`src/rtl/srt_cmd_pkg.sv`:
```
// srt_cmd_pkg: shared command-entry type and marshalled-bus field layout.
package srt_cmd_pkg;
  localparam int CMD_ADDR_WIDTH = 8;
  localparam int CMD_DATA_WIDTH = 8;
  typedef struct packed {
    logic [CMD_ADDR_WIDTH-1:0] addr;
    logic [CMD_DATA_WIDTH-1:0] data;
  } cmd_entry_t;
  localparam int TOGGLE_BIT = CMD_ADDR_WIDTH + CMD_DATA_WIDTH;
  localparam int ADDR_LSB = CMD_DATA_WIDTH;
endpackage

```
`src/rtl/cmd_fifo.sv`:
```
// cmd_fifo: synchronous FIFO; a push into a full queue succeeds when a pop frees a slot in the same cycle.
module cmd_fifo #(
  parameter int DEPTH = 8,
  parameter int WIDTH = 16
) (
  input  logic                   clock,
  input  logic                   reset,
  input  logic                   push,
  input  logic                   pop,
  input  logic [WIDTH-1:0]       wrData,
  output logic [WIDTH-1:0]       rdData,
  output logic                   full,
  output logic                   empty,
  output logic [$clog2(DEPTH):0] count
);
  localparam int AW = $clog2(DEPTH);
  logic [WIDTH-1:0] mem [DEPTH];
  logic [AW-1:0] wrPtr, rdPtr;
  logic doPush, doPop;
  assign empty = count == '0;
  assign full = count == (AW+1)'(DEPTH);
  assign doPop = pop && !empty;
  assign doPush = push && (!full || doPop);
  assign rdData = mem[rdPtr];
  always_ff @(posedge clock or posedge reset)
    if (reset) begin
      wrPtr <= '0;
      rdPtr <= '0;
      count <= '0;
    end else begin
      wrPtr <= wrPtr + AW'(doPush);
      rdPtr <= rdPtr + AW'(doPop);
      count <= count + (AW+1)'(doPush) - (AW+1)'(doPop);
    end
  always_ff @(posedge clock)
    if (doPush) mem[wrPtr] <= wrData;
endmodule

```
`src/rtl/marshalled_write_receiver.sv`:
```
// marshalled_write_receiver: deskews the marshalled register-write bus and queues one command per toggle flip.
module marshalled_write_receiver
  import srt_cmd_pkg::*;
#(
  parameter int ADDR_WIDTH    = CMD_ADDR_WIDTH,
  parameter int DATA_WIDTH    = CMD_DATA_WIDTH,
  parameter int FIFO_DEPTH    = 8,
  parameter int STABLE_CYCLES = 2
) (
  input  logic                            clock,
  input  logic                            reset,
  input  logic [ADDR_WIDTH+DATA_WIDTH:0]  inBus,
  output logic                            cmdValid,
  output logic [ADDR_WIDTH-1:0]           cmdAddr,
  output logic [DATA_WIDTH-1:0]           cmdData,
  input  logic                            cmdReady,
  output logic [$clog2(FIFO_DEPTH):0]     fifoCount,
  output logic                            overflow,
  input  logic                            clearOverflow
);
  localparam int TOG = ADDR_WIDTH + DATA_WIDTH;
  localparam int SW = STABLE_CYCLES > 1 ? $clog2(STABLE_CYCLES) : 1;
  localparam logic [SW-1:0] MAXC = SW'(STABLE_CYCLES - 1);
  logic [TOG:0] sample;
  logic [SW-1:0] stableCnt;
  logic lastToggle, accept, full, empty, drop;
  assign accept = stableCnt == MAXC && sample[TOG] != lastToggle;
  // A full queue still accepts when the consumer pops in the same cycle.
  assign drop = accept && full && !cmdReady;
  assign cmdValid = !empty;
  always_ff @(posedge clock or posedge reset)
    if (reset) begin
      sample <= '0;
      stableCnt <= '0;
      lastToggle <= 1'b0;
      overflow <= 1'b0;
    end else begin
      sample <= inBus;
      stableCnt <= inBus != sample ? '0 : stableCnt == MAXC ? MAXC : stableCnt + 1'b1;
      lastToggle <= accept ? sample[TOG] : lastToggle;
      overflow <= drop ? 1'b1 : clearOverflow ? 1'b0 : overflow;
    end
  cmd_fifo #(.DEPTH(FIFO_DEPTH), .WIDTH(TOG)) fifo (
    .clock (clock),
    .reset (reset),
    .push  (accept),
    .pop   (cmdReady),
    .wrData(sample[TOG-1:0]),
    .rdData({cmdAddr, cmdData}),
    .full  (full),
    .empty (empty),
    .count (fifoCount)
  );
endmodule

```
`config.mk`:
```
export PLATFORM = sky130hd
export DESIGN_NAME = marshalled_write_receiver
export DESIGN_NICKNAME = d
export VERILOG_FILES = /design/src/rtl/srt_cmd_pkg.sv /design/src/rtl/cmd_fifo.sv /design/src/rtl/marshalled_write_receiver.sv
export SDC_FILE = /design/constraint.sdc
export NUM_CORES = 1
export LEC_CHECK = 0
export BUFFER_PORTS_ARGS = -buffer_cell sky130_fd_sc_hd__buf_2
export CAP_MARGIN = 20
export CORE_MARGIN = 10
export CORE_UTILIZATION = 45
export CTS_BUF_LIST = sky130_fd_sc_hd__clkbuf_8 sky130_fd_sc_hd__clkbuf_16
export DETAILED_ROUTE_END_ITERATION = 7
export PLACE_DENSITY = 0.61
export SLEW_MARGIN = 5
export SYNTH_ARGS = -nofsm -noshare
export SYNTH_HDL_FRONTEND = slang
export SYNTH_SLANG_ARGS = --single-unit
```
`constraint.sdc`:
```
create_clock -name clock -period 4.6 [get_ports clock]
set_clock_uncertainty 0.2 [all_clocks]
set_input_delay 0.69 -clock clock [delete_from_list [all_inputs] [get_ports clock]]
set_output_delay 0.69 -clock clock [all_outputs]
set_load 0.05 [all_outputs]
```
# ---- Word level (Yosys, flattened, before mapping)
# Memories as Yosys holds them, arrays and structs flattened.
# Cells that the tools add are included.
dict set report op_classes {
  eq_ne 3
  reduce_logical 11
  n_addsub 5
  muxes 6
}
# op n
set ops {}
lappend ops {{inequality test 17 bit} 1}
lappend ops {{adder 3 x 1 -> 3 bit} 2}
lappend ops {{2-to-1 mux 1 bit} 6}
lappend ops {{logical AND 1 bit} 5}
lappend ops {{adder 4 x 1 -> 4 bit} 1}
lappend ops {{equality test 4 bit (second input constant)} 1}
lappend ops {{zero test 4 bit} 1}
lappend ops {{subtractor 4 x 1 -> 4 bit} 1}
lappend ops {{zero test 1 bit} 3}
lappend ops {{nonzero test 2 bit} 1}
lappend ops {{adder 1 bit (second input constant)} 1}
lappend ops {{logical OR 1 bit} 1}
lappend ops {{inequality test 1 bit} 1}
dict set report totals {
  regBits 30
  in_bits 21
  ram_bits 128
  output_inout_bits 22
  wordCells 33
  mem_count 1
}
# name words word_bits rd rd_clocked_by_memory_dff write_ports line_no
set mem_list {}
lappend mem_list {fifo.mem 8 16 1 0 1 cmd_fifo.sv:17} ;# logic [WIDTH-1:0] mem [DEPTH];

# ---- Longest topological paths before layout
# Gate-level depths: netlist of the first run.
dict set report logic_depth {
  word_depth 7
  mapped_depth 9
  ltp_nobuf 9
}

# ---- Modules after synthesis
# From an unflattened synthesis of the first run, not the netlist that was laid out.
dict set report unflattened {
  hier_cells 289
  area_unflattened_um2 6254.7
}
# mod cells_per_inst area_per_inst_um2 n_inst seq_area_each_um2
set by_module_without_submodules {}
lappend by_module_without_submodules {cmd_fifo 238 5514.0 1 4093.9}
lappend by_module_without_submodules {marshalled_write_receiver 51 740.7 1 500.5}

# ---- Worst setup path before layout of the first run
# No wires, ideal clock.
dict set report synth_timing {
  path_type {register -> register}
  start {register fifo.count[2]}
  end {memory fifo.mem[1][0] (enable)}
  period_less_slack_ps 3479
  required_time_ps 3991
  path_stages_with_launch 7
  arrival_time_ps 2870
  setup_slack_ps 1121
  setup_time_ps 409
  n_path_buf 0
  cell_sequence {dfrtp_1 inv_1 ha_1 nand2b_1 a311oi_1 nand2_1 nor3_1}
}
dict set report synth_via {
  elab_chain_len 7
  elab_cells_between_ends 9
  classes_between {eq/ne: 1; mux: 2; reduce/logical: 6}
}
# item line_no
set synth_lines {}
lappend synth_lines {{from (decl)} cmd_fifo.sv:14} ;# output logic [$clog2(DEPTH):0] count
lappend synth_lines {{from (signal assigned)} cmd_fifo.sv:33} ;# count <= count + (AW+1)'(doPush) - (AW+1)'(doPop);
lappend synth_lines {{zero test 4 bit} cmd_fifo.sv:20} ;# assign empty = count == '0;
lappend synth_lines {{zero test 1 bit} cmd_fifo.sv:22} ;# assign doPop = pop && !empty;
lappend synth_lines {{logical AND 1 bit} cmd_fifo.sv:22}
lappend synth_lines {{logical OR 1 bit (*)} cmd_fifo.sv:23} ;# assign doPush = push && (!full || doPop);
lappend synth_lines {{logical AND 1 bit (*)} cmd_fifo.sv:23}
lappend synth_lines {{2-to-1 mux 1 bit (*)} cmd_fifo.sv:36} ;# if (doPush) mem[wrPtr] <= wrData;
lappend synth_lines {{2-to-1 mux 1 bit (not written as such) (*)} cmd_fifo.sv:36}
lappend synth_lines {{to (decl)} cmd_fifo.sv:17}
# Mark *: on every way between the ends. The rest lies on a longest branch, timed or not.

# ---- Worst setup path after layout of the first run
dict set report layout_timing {
  start {register fifo.rdPtr[0]}
  end {output cmdData[5]}
}
dict set report layout_via {
  elab_chain_len 1
}
# item line_no
set layout_lines {}
lappend layout_lines {{from (decl)} cmd_fifo.sv:18} ;# logic [AW-1:0] wrPtr, rdPtr;
lappend layout_lines {{from (signal assigned)} cmd_fifo.sv:32} ;# rdPtr <= rdPtr + AW'(doPop);
lappend layout_lines {{memory (8 x 16 bit)} --}
lappend layout_lines {{to (decl)} marshalled_write_receiver.sv:15} ;# output logic [DATA_WIDTH-1:0] cmdData,
# Every way passes these cells.

==> impl.org, run 1 <==
** Floorplan
- Number of top-level pins :: 43
- Standard-cell row count :: 42
- The floorplan step defined a die boundary enclosing approximately 19000 um^2.
- Die Span X :: 137.3 um
- From bottom edge to top edge, the die measures approximately 140 um.
- In this run the standard cell core region covers ~13000 um^2.
- The initial utilization of the core area, before any placement, comes to roughly 46%.

** Critical path
- The largest individual stage delay along the critical path comes from the cell dfrtp_2.
- Data arrival, critical path :: between 2 and 3 ns
- Largest stage delay, worst path :: about 1.0 ns
- STA classifies the critical path startpoint as a flip-flop.
- Series of cell instances along the critical path :: mux4_1, mux2_2, buf_2
- In this run the worst path has a maximum fanout of 34.
- Reg-to-reg setup timing slack :: 1.68 ns
- Crit Path Class :: flip-flop to primary output
- Worst reg2reg path startpoint :: fifo.count[2]
- In this run the critical register-to-register path is captured at fifo.mem[0][9].
- Data required time at the worst endpoint :: about 3.7 ns
- Depth of the worst register-to-register path :: 7
- The worst setup path is captured at a primary output.

** Synthesis
- Seq cells post-synth :: roughly 160
- In this run the cell area of the synthesized design comes to around 6200 um^2.
- Each instance of the synthesized netlist takes up on average about 21 um^2.
- Fraction of the yosys area taken by sequential cells :: approximately three quarters
- After synthesis, the netlist uses 28 different library cells.
- Synthesis produced a netlist with a net count of between 300 and 400.
- The cell count after synthesis came out at roughly 290.
- Warnings from Yosys :: 0

** STA
- Slew margin rel. :: around a third
- Summed over all failing endpoints, the final setup total negative slack is 0 ns.
- Tcrit/Tclk final :: between 70 and 80%
- Setup violations remaining at the end of the flow were counted as 0.
- The max-slew violation count was 0.
- Slew at the pin with the worst max-slew slack :: between 1 and 1.5 ns
- RSZ-0062 raised after global routing :: false
- Across all hold checks on the routed design, the worst slack comes to 0.1571 ns.
- Time the final worst path needs with I/O delays and setup :: 3.556 ns
- Fmax :: between 200 and 300 MHz
- The number of hold-slack violations in the final timing report is 0.
- Min setup slack post-route :: ~1.0 ns

** Drt
- In the final routed layout, each cell accounts on average for between 20 and 25 um.
- Routed via count :: approximately 2800
- The first routing iteration left about 150 violations.
- The final layout contains routed wiring with a total length of 11370 um.
- The count of nets left with antenna violations once routing finished came out at 0.
- Initial DRT Pass Iterations :: 4
- DRC errors left :: 0
- Vias per cell :: between 5 and 6

** Clock tree
- CTS tree :: yes
- Maximum clock insertion buffer count :: 2
- CTS saw 158 sinks.
- Post_cts resized :: 0
- At the later pin of the worst-skew pair, clock insertion delay measures about 0.42 ns.
- TritonCTS created 17 clock buffers.
- Clock root buffer :: clkbuf_16
- CTS built an H-tree with a depth of 4.
- Post-cts hold buffer count :: 0
- Buffers added to address setup during post-CTS repair amount to 0.
- Clock-pin slew was measured on the worst setup and hold paths at about 0.060 ns.

** Global route
- Global routing finished with a remaining overflow of 0.
- First-pass GRT wire length :: 17830 um
- Entering global routing, the biggest net connects 35 pins.
- Global routing used a little over an eighth of the available tracks across all layers.
- The number of antenna violations at the first check in global routing came to 0.
- The via count of the first global-routing pass came to around 3000.

** Placement
- Prior to clock tree synthesis, the placed netlist has a worst setup slack of about 1.4 ns.
- Port buffering added 42 buffers.
- The HPWL after detailed placement is approximately 7300 um.
- Final Wtd Congestion :: ~0.73
- After detailed placement, the total cell area comes to between 6000 and 7000 um^2.

** Cells and area
- Most frequent cells in the layout :: edfxtp_1 (128), buf_2 (42), dfrtp_1 (29), mux4_1 (24)
- Once layout is done, the placed cells without fillers occupy ~7200 um^2.
- Area grow syn2layout :: 16.80%
- In the final layout, the multi-input gates occupy 1511 um^2.
- Number of diodes :: 0
- In the final design database the tool counted 381 nets.
- Fillers :: ~1100
- Utilization of the core after routing :: 54.14%
- Across the whole layout, storage elements account for between 4000 and 5000 um^2.
- The library cell used most frequently in the layout, excluding fill and tap cells, is edfxtp_1.
- Cells with a size suffix above 1 make up between 30% and 40% of the layout.

** Min path
- Worst hold path type :: input pin to asynchronous set/reset pin

** Power
- Clock power share :: 31.8%
- Seq pwr share :: between 40% and 50%
- Design internal power :: 2.897 mW
- For this design the static power due to leakage is around 2.6 nW.
- For this design the ratio of total power to cell area is approximately 600 nW/um^2.
- Summed over all nets, the switching power comes to between 1 and 1.5 mW.
- VDD sags by at most 0.0003887 V.
- In this run, the combinational gates consume 27.2% of the power.
- Switching share of power :: between 30% and 40%

** Job
- Across the run, the number of max-cap violations was 0.

** Outcome
- Result of the run :: completed
[metrics by stage]
step                      total power, mW  std cells
final                               4.291        540
after global routing                4.475        540
after CTS                           4.347        540
after detailed placement            2.984        508
after global placement              2.977        508
after floorplan                     2.740        288
[per-layer routing]
metal  vias up  GRT usage (%)  part of all wire (%)
li1       1295              -                     -
met1      1449          16.12                    43
met2        65          21.18                    50
met3        18          3.605                   5.2
met4         0          5.796                   1.6
met5         -              0                     0
[cell families after synthesis]
| group | Yosys count | share of synthesized area [%] |
|---|---|---|
| flip-flops | 158 | 74.26 |
| multiplexers | 50 | 16.36 |
| AND/OR/NAND/NOR | 28 | 2.225 |
| XOR/XNOR | 23 | 3.256 |
| buffers and inverters | 16 | 1.476 |
| adder cells (fa/ha/maj) | 9 | 1.941 |
| AO/OA/AOI/OAI | 4 | 0.4854 |
[synthesized netlist by cell type]
cell type,count,area share (%)
mux2i_1,1,0.16
inv_1,7,0.42
o41ai_1,1,0.14
a21oi_1,1,0.081
a21o_1,1,0.12
nor2_1,8,0.49
nor4_1,3,0.30
xor2_1,16,2.3
edfxtp_1,128,62
buf_2,1,0.081
nand3_1,1,0.081
xnor2_1,7,0.99
mux2_2,17,3.1
clkbuf_1,1,0.061
dfrtp_1,30,12
or2_2,1,0.10
nand2_1,5,0.30
ha_1,8,1.6
nand2b_1,5,0.51
mux4_1,24,10
a311oi_1,1,0.14
and3_1,1,0.10
nor3_1,3,0.24
buf_1,3,0.18
mux4_2,8,2.9
nand4_1,1,0.10
buf_6,4,0.73
fa_1,1,0.32
[flip-flops by register name, indices dropped and copies added, names as in the netlist]
name,cells
overflow,1
fifo.mem,128
fifo.wrPtr,3
sample,17
lastToggle,1
fifo.count,4
fifo.rdPtr,3
stableCnt,1
[critical path: cells and delay by family, from the launching register on]
kind	cells	cell delay [ns]
flops	1	1.04
buf+inv	1	0.21
mux	2	0.97
[layout make-up]
class,count,share of cell area (%)
clock buffers,17,5.886
clock inverters,15,2.147
inverters,7,0.3636
multi-input cells,114,20.91
flip-flops and latches,158,63.59
well taps,176,3.047
repair buffers,53,4.051
[how the worst max path moves through the flow]
| stage | from | end | cells past startpoint |
|---|---|---|---|
| floorplan | fifo.count[2] | fifo.mem[1][0] | 6 |
| detailed placement | fifo.rdPtr[0] | cmdData[3] | 3 |
| CTS | fifo.rdPtr[0] | cmdData[3] | 3 |
| global placement | fifo.rdPtr[0] | cmdData[5] | 3 |
| global route | fifo.rdPtr[0] | cmdData[5] | 3 |
| finish | fifo.rdPtr[0] | cmdData[5] | 3 |
[power groups by stage]
| stage | Clock (mW) | Sequential (mW) | Combinational [mW] |
|---|---|---|---|
| final | 1.37 | 1.76 | 1.17 |
| after CTS | 1.39 | 1.77 | 1.19 |
| after global placement | 0 | 1.80 | 1.18 |
| after global routing | 1.46 | 1.78 | 1.24 |
| after floorplan | 0 | 1.70 | 1.04 |
| after detailed placement | 0 | 1.80 | 1.19 |
No activity file was read; power rests on OpenSTA's default activity.
==> run 2, diff against run 1 <==
--- a/config.mk
+++ b/config.mk
@@ -5,6 +5,7 @@
 export SDC_FILE = /design/constraint.sdc
 export NUM_CORES = 1
 export LEC_CHECK = 0
+export ABC_AREA = 1
 export BUFFER_PORTS_ARGS = -buffer_cell sky130_fd_sc_hd__buf_2
 export CAP_MARGIN = 20
 export CORE_MARGIN = 10
==> constraint.sdc (replaced) <==
create_clock -name clock -period 3.4 [get_ports clock]
set_clock_uncertainty 0.2 [all_clocks]
set_input_delay 0.51 -clock clock [delete_from_list [all_inputs] [get_ports clock]]
set_output_delay 0.51 -clock clock [all_outputs]
set_load 0.05 [all_outputs]
==> run 2 against run 1 <==
  * Total power is 59% higher
  * Combinational power up 99%
  * Setup slack got worse by 0.57 ns
  * Final cell count increased by 39%
  * Sequential share of layout area fell by 2.3 points
  * Sequential cell count unchanged
  * Register-to-register slack lost 0.69 ns
  * Die area is 1.4% higher
  * Non-clock buffer count grew 10
  * Clock power increased by 67%
  * Core utilization is 0.30 points higher
  * Global-route usage rose by 1.2 points
  * Critical endpoint is now cmdData[2]
  * Largest cell class unchanged
  * Largest power group is now combinational cells
==> impl.org, run 2 <==
** STA
- RSZ-0062 raised after global routing :: false
- The transition time at the pin with the least slew margin is 0.6595 ns (-0.3651 ns).
- The number of hold-slack violations in the final timing report came to 0 (unchanged).
- Fmax :: ~340 MHz
- The max-slew violation count came to 0 (unchanged).
- The total setup violations reported at the end of the flow was 0 (unchanged).
- In the finished design, the share of the clock period the worst path needs comes to 86.10%.
- The tightest slew margin relative to the limit came to 56.04% (+24 points).
- The post-route worst hold slack came to 0.01695 ns (-0.1402 ns).
- The total negative slack was 0 ns (unchanged).
- The clock period could shrink to roughly 3 ns.

** Global route
- The global-route wire length before repair came to 21490 um (+21%).
- The total routing usage reported by global routing is 14.30% (+1.2 points).
- Antenna violations before repair :: 0 (unchanged)
- The via count of the first global-routing pass is 3974 (+29%).
- GRT Residual Overflow :: 0 (unchanged)
- The pin count of the biggest net entering global routing was 66 (+89%).

** Synthesis
- Count of flip-flops with a built-in enable after synthesis :: 128 (unchanged)
- Sorting the synthesized cells by how often they occur yields edfxtp_1 (128), nor2_1 (85), nand2_1 (76).
- The post-synthesis sequential element count was 158 (unchanged).
- The average size of a mapped cell was 12.57 um^2 (-41%).
- After synthesis, the largest family of logic cells by area is simple AND/OR/NAND/NOR gates.
- Syn_nets :: 530 (+67%)
- The number of instances in the synthesized netlist came to 500 (+74%).
- The distinct cell type count of the synthesized netlist came to 22 (-21%).
- Post-synthesis mux area share :: 0% (-16 points)
- The post-synthesis share of cell area spent on xor and xnor gates is 2.090% (-1.2 points).
- Compound-gate portion of the synthesized area :: 9.114% (+8.6 points)
- Summed over all instances, the cell type with the most area after synthesis is edfxtp_1.
- Most frequent cell after synthesis :: edfxtp_1
- Warnings from Yosys :: 0 (unchanged)
- Fraction of the yosys area taken by sequential cells :: 73.07% (-1.2 points)
- Ranked by total cell area, the synthesized netlist is headed by edfxtp_1 (61%), dfrtp_1 (12%), nor2_1 (5.1%), nand2_1 (4.5%), o21ai_0 (3.5%).
- The post-synthesis async set-or-reset flop share was 18.99% (unchanged).
- Ys flop type :: edfxtp_1
- Simple-gate portion of the synthesized area :: 10.05% (+7.8 points)
- The combined area of all synthesized cells was 6287 um^2 (+1.6%).
- The portion of synthesized cell area occupied by the leading cell type is 61.13% (-0.99 points).
- The synthesized-area fraction occupied by adder cells was 1.910% (-0.031 points).

** Floorplan
- Number of top-level pins :: 43 (unchanged)
- The overall die height is 138.2 um (+0.69%).
- The initial core utilization is 45.65% (-0.70 points).
- Die Span X :: 138.2 um (+0.69%)
- Total core area :: 13770 um^2 (+3.2%)
- DIE AREA :: 19100 um^2 (+1.4%)
- Standard-cell row count :: 43 (+2.4%)

** Power
- P_leak :: 2.844 nW (+7.8%)
- The worst-case vdd ir drop was 0.0005864 V (+51%).
- The cell area power density came to 911.3 nW/um^2 (+53%).

** Cells and area
- The number of inserted diodes is 0 (unchanged).
- In the final layout, the registers with the most flip-flops are fifo.mem x128, sample x17, fifo.count x4.
- The number of flip-flops in the largest register is 128 (unchanged).
- Utilization of the core after routing :: 54.44% (+0.30 points)
- The library cell used most frequently in the layout, excluding fill and tap cells, is edfxtp_1.
- Post-Layout Inst Area :: 7498 um^2 (+3.8%)
- The number of non-filler instances in the completed layout is 752 (+39%).
- Fraction of layout cells with a size suffix above 1 :: 16.96% (-14 points)
- Area grow syn2layout :: 19.26%
- The number of nets at the end of the flow was 589 (+55%).
- The top cell types in the final layout, fill and taps aside, are edfxtp_1 (128), nor2_1 (85), nand2_1 (76), o21ai_0 (44), buf_2 (42).
- Largest register by flop count :: fifo.mem

** Placement
- The placement-stage cell area was 6723 um^2 (+1.1%).
- The count of buffers inserted at the top-level ports was 42 (unchanged).
- Placed wire-length estimate after detailed placement :: 8048 um (+11%)
- Final Wtd Congestion :: 0.7682 (+5.6%)
- The post-placement cell count came to 715 (+41%).

** Clock tree
- TritonCTS built the clock tree.
- Clock root buffer :: clkbuf_16
- The count of H-tree levels built during CTS is 4 (unchanged).
- The clock sink count was 158 (unchanged).
- Total CTS buffers :: 17 (unchanged)
- The number of post-CTS setup repair buffers is 0 (unchanged).
- The worst-skew pair later-pin latency came to 0.42 ns (about the same).
- The clock-pin slew on the worst setup and hold paths came to 0.06 ns (about the same).
- The post-cts gate resize count was 0 (unchanged).
- The maximum clock path buffer count came to 2 (unchanged).

** Drt
- The per-cell routed wire length came to 18.26 um (-13%).
- DRC errors left :: 0 (unchanged)
- The number of vias per cell after detailed routing is 5.278 (+0.82%).
- Routed via count :: 3969 (+40%)
- The detailed-routing iteration count for the pre-antenna-repair pass was 5 (+1).
- The post-route antenna net violation count was 0 (unchanged).
- The iteration-0 DRC count of the detailed router is 383 (+160%).
- The final wirelength came to 13730 um (+21%).

** Job
- The max capacitance violation total was 0 (unchanged).

** Critical path
- Depth of the worst register-to-register path :: 8 (+1)
- Nature of the critical path startpoint :: flip-flop
- The biggest fanout along the worst timing path was 65 (+91%).
- Crit Path Class :: flip-flop to primary output
- Data required time at the worst endpoint :: 2.69 ns (-1.02 ns)
- The arrival time reported for the critical path endpoint came to 2.22 ns (-0.45 ns).
- The worst setup path is captured at a primary output.

** Min path
- The min-delay analysis places its worst path in the category input pin to flip-flop.
- Instance count along the most critical hold path :: 1

** Outcome
- Result of the run :: completed
==> run 2: repair_timing <==
| item | in CTS | in global routing |
|---|---|---|
| hold endpoints to repair | 34 | 0 |
| endpoints found under the setup margin | 0 | 0 |
| hold buffers | 5 | 0 |
==> run 2: critical path, cell delays in order, from the launching register on <==
cell	delay (ns)
dfrtp_2	0.36
buf_4	0.50
o21ai_0	0.22
o22ai_1	0.21
nand2_1	0.08
nand2_1	0.08
buf_2	0.26
==> run 2: per-layer routing <==
| metal | share of wire, % | wire (um) | GRT usage [%] |
|---|---|---|---|
| met1 | 45 | 6148 | 18.76 |
| met2 | 48 | 6585 | 21.99 |
| met3 | 5.7 | 785 | 3.562 |
| met4 | 1.6 | 215 | 6.215 |
| met5 | 0 | 0 | 0 |
==> run 2: cell type report <==
cell class / instances / area, um^2
Inverter: 24 / 90.09
Multi-Input combinational cell: 295 / 1456
Clock inverter: 14 / 286.5
Clock buffer: 18 / 439.2
Sequential cell: 158 / 4596
Tap cell: 180 / 225.2
Timing Repair Buffer: 63 / 405.4
Fill cell: 1158 / 6275
==> run 2: cells by family after synthesis <==
group / count (synthesis)
AND/OR/NAND/NOR: 166
buffers and inverters: 47
AO/OA/AOI/OAI: 105
XOR/XNOR: 15
adder cells (fa/ha/maj): 9
flip-flops: 158
==> run 2: report_power, final <==
group	internal, mW	leakage, nW	total [mW]	switching [mW]
logic	0.611	0.985	2.33	1.72
clock network	1.55	0.347	2.29	0.746
registers	2.15	1.51	2.21	0.0637
==> run 2: metrics by stage <==
step | worst slack, ns | power (mW)
2_1_floorplan | 0.2101 | 4.045
3_3_place_gp | 0.9721 | 4.558
3_5_place_dp | 0.9647 | 4.584
4_1_cts | 0.4480 | 6.893
5_1_grt | 0.3150 | 7.163
6_report | 0.4726 | 6.834
==> run 2: worst paths after layout <==
check | from | endpoint | slack, ns
worst max register to register | fifo.count[2] | fifo.mem[2][3] | 0.99
min in group asynchronous | reset | sample[0] | 0.53
max in group asynchronous | reset | fifo.rdPtr[0] | 2.14
worst max-delay path | fifo.rdPtr[0] | cmdData[2] | 0.47
worst min register to register | stableCnt | lastToggle | 0.27
worst min-delay path | inBus[0] | sample[0] | 0.02
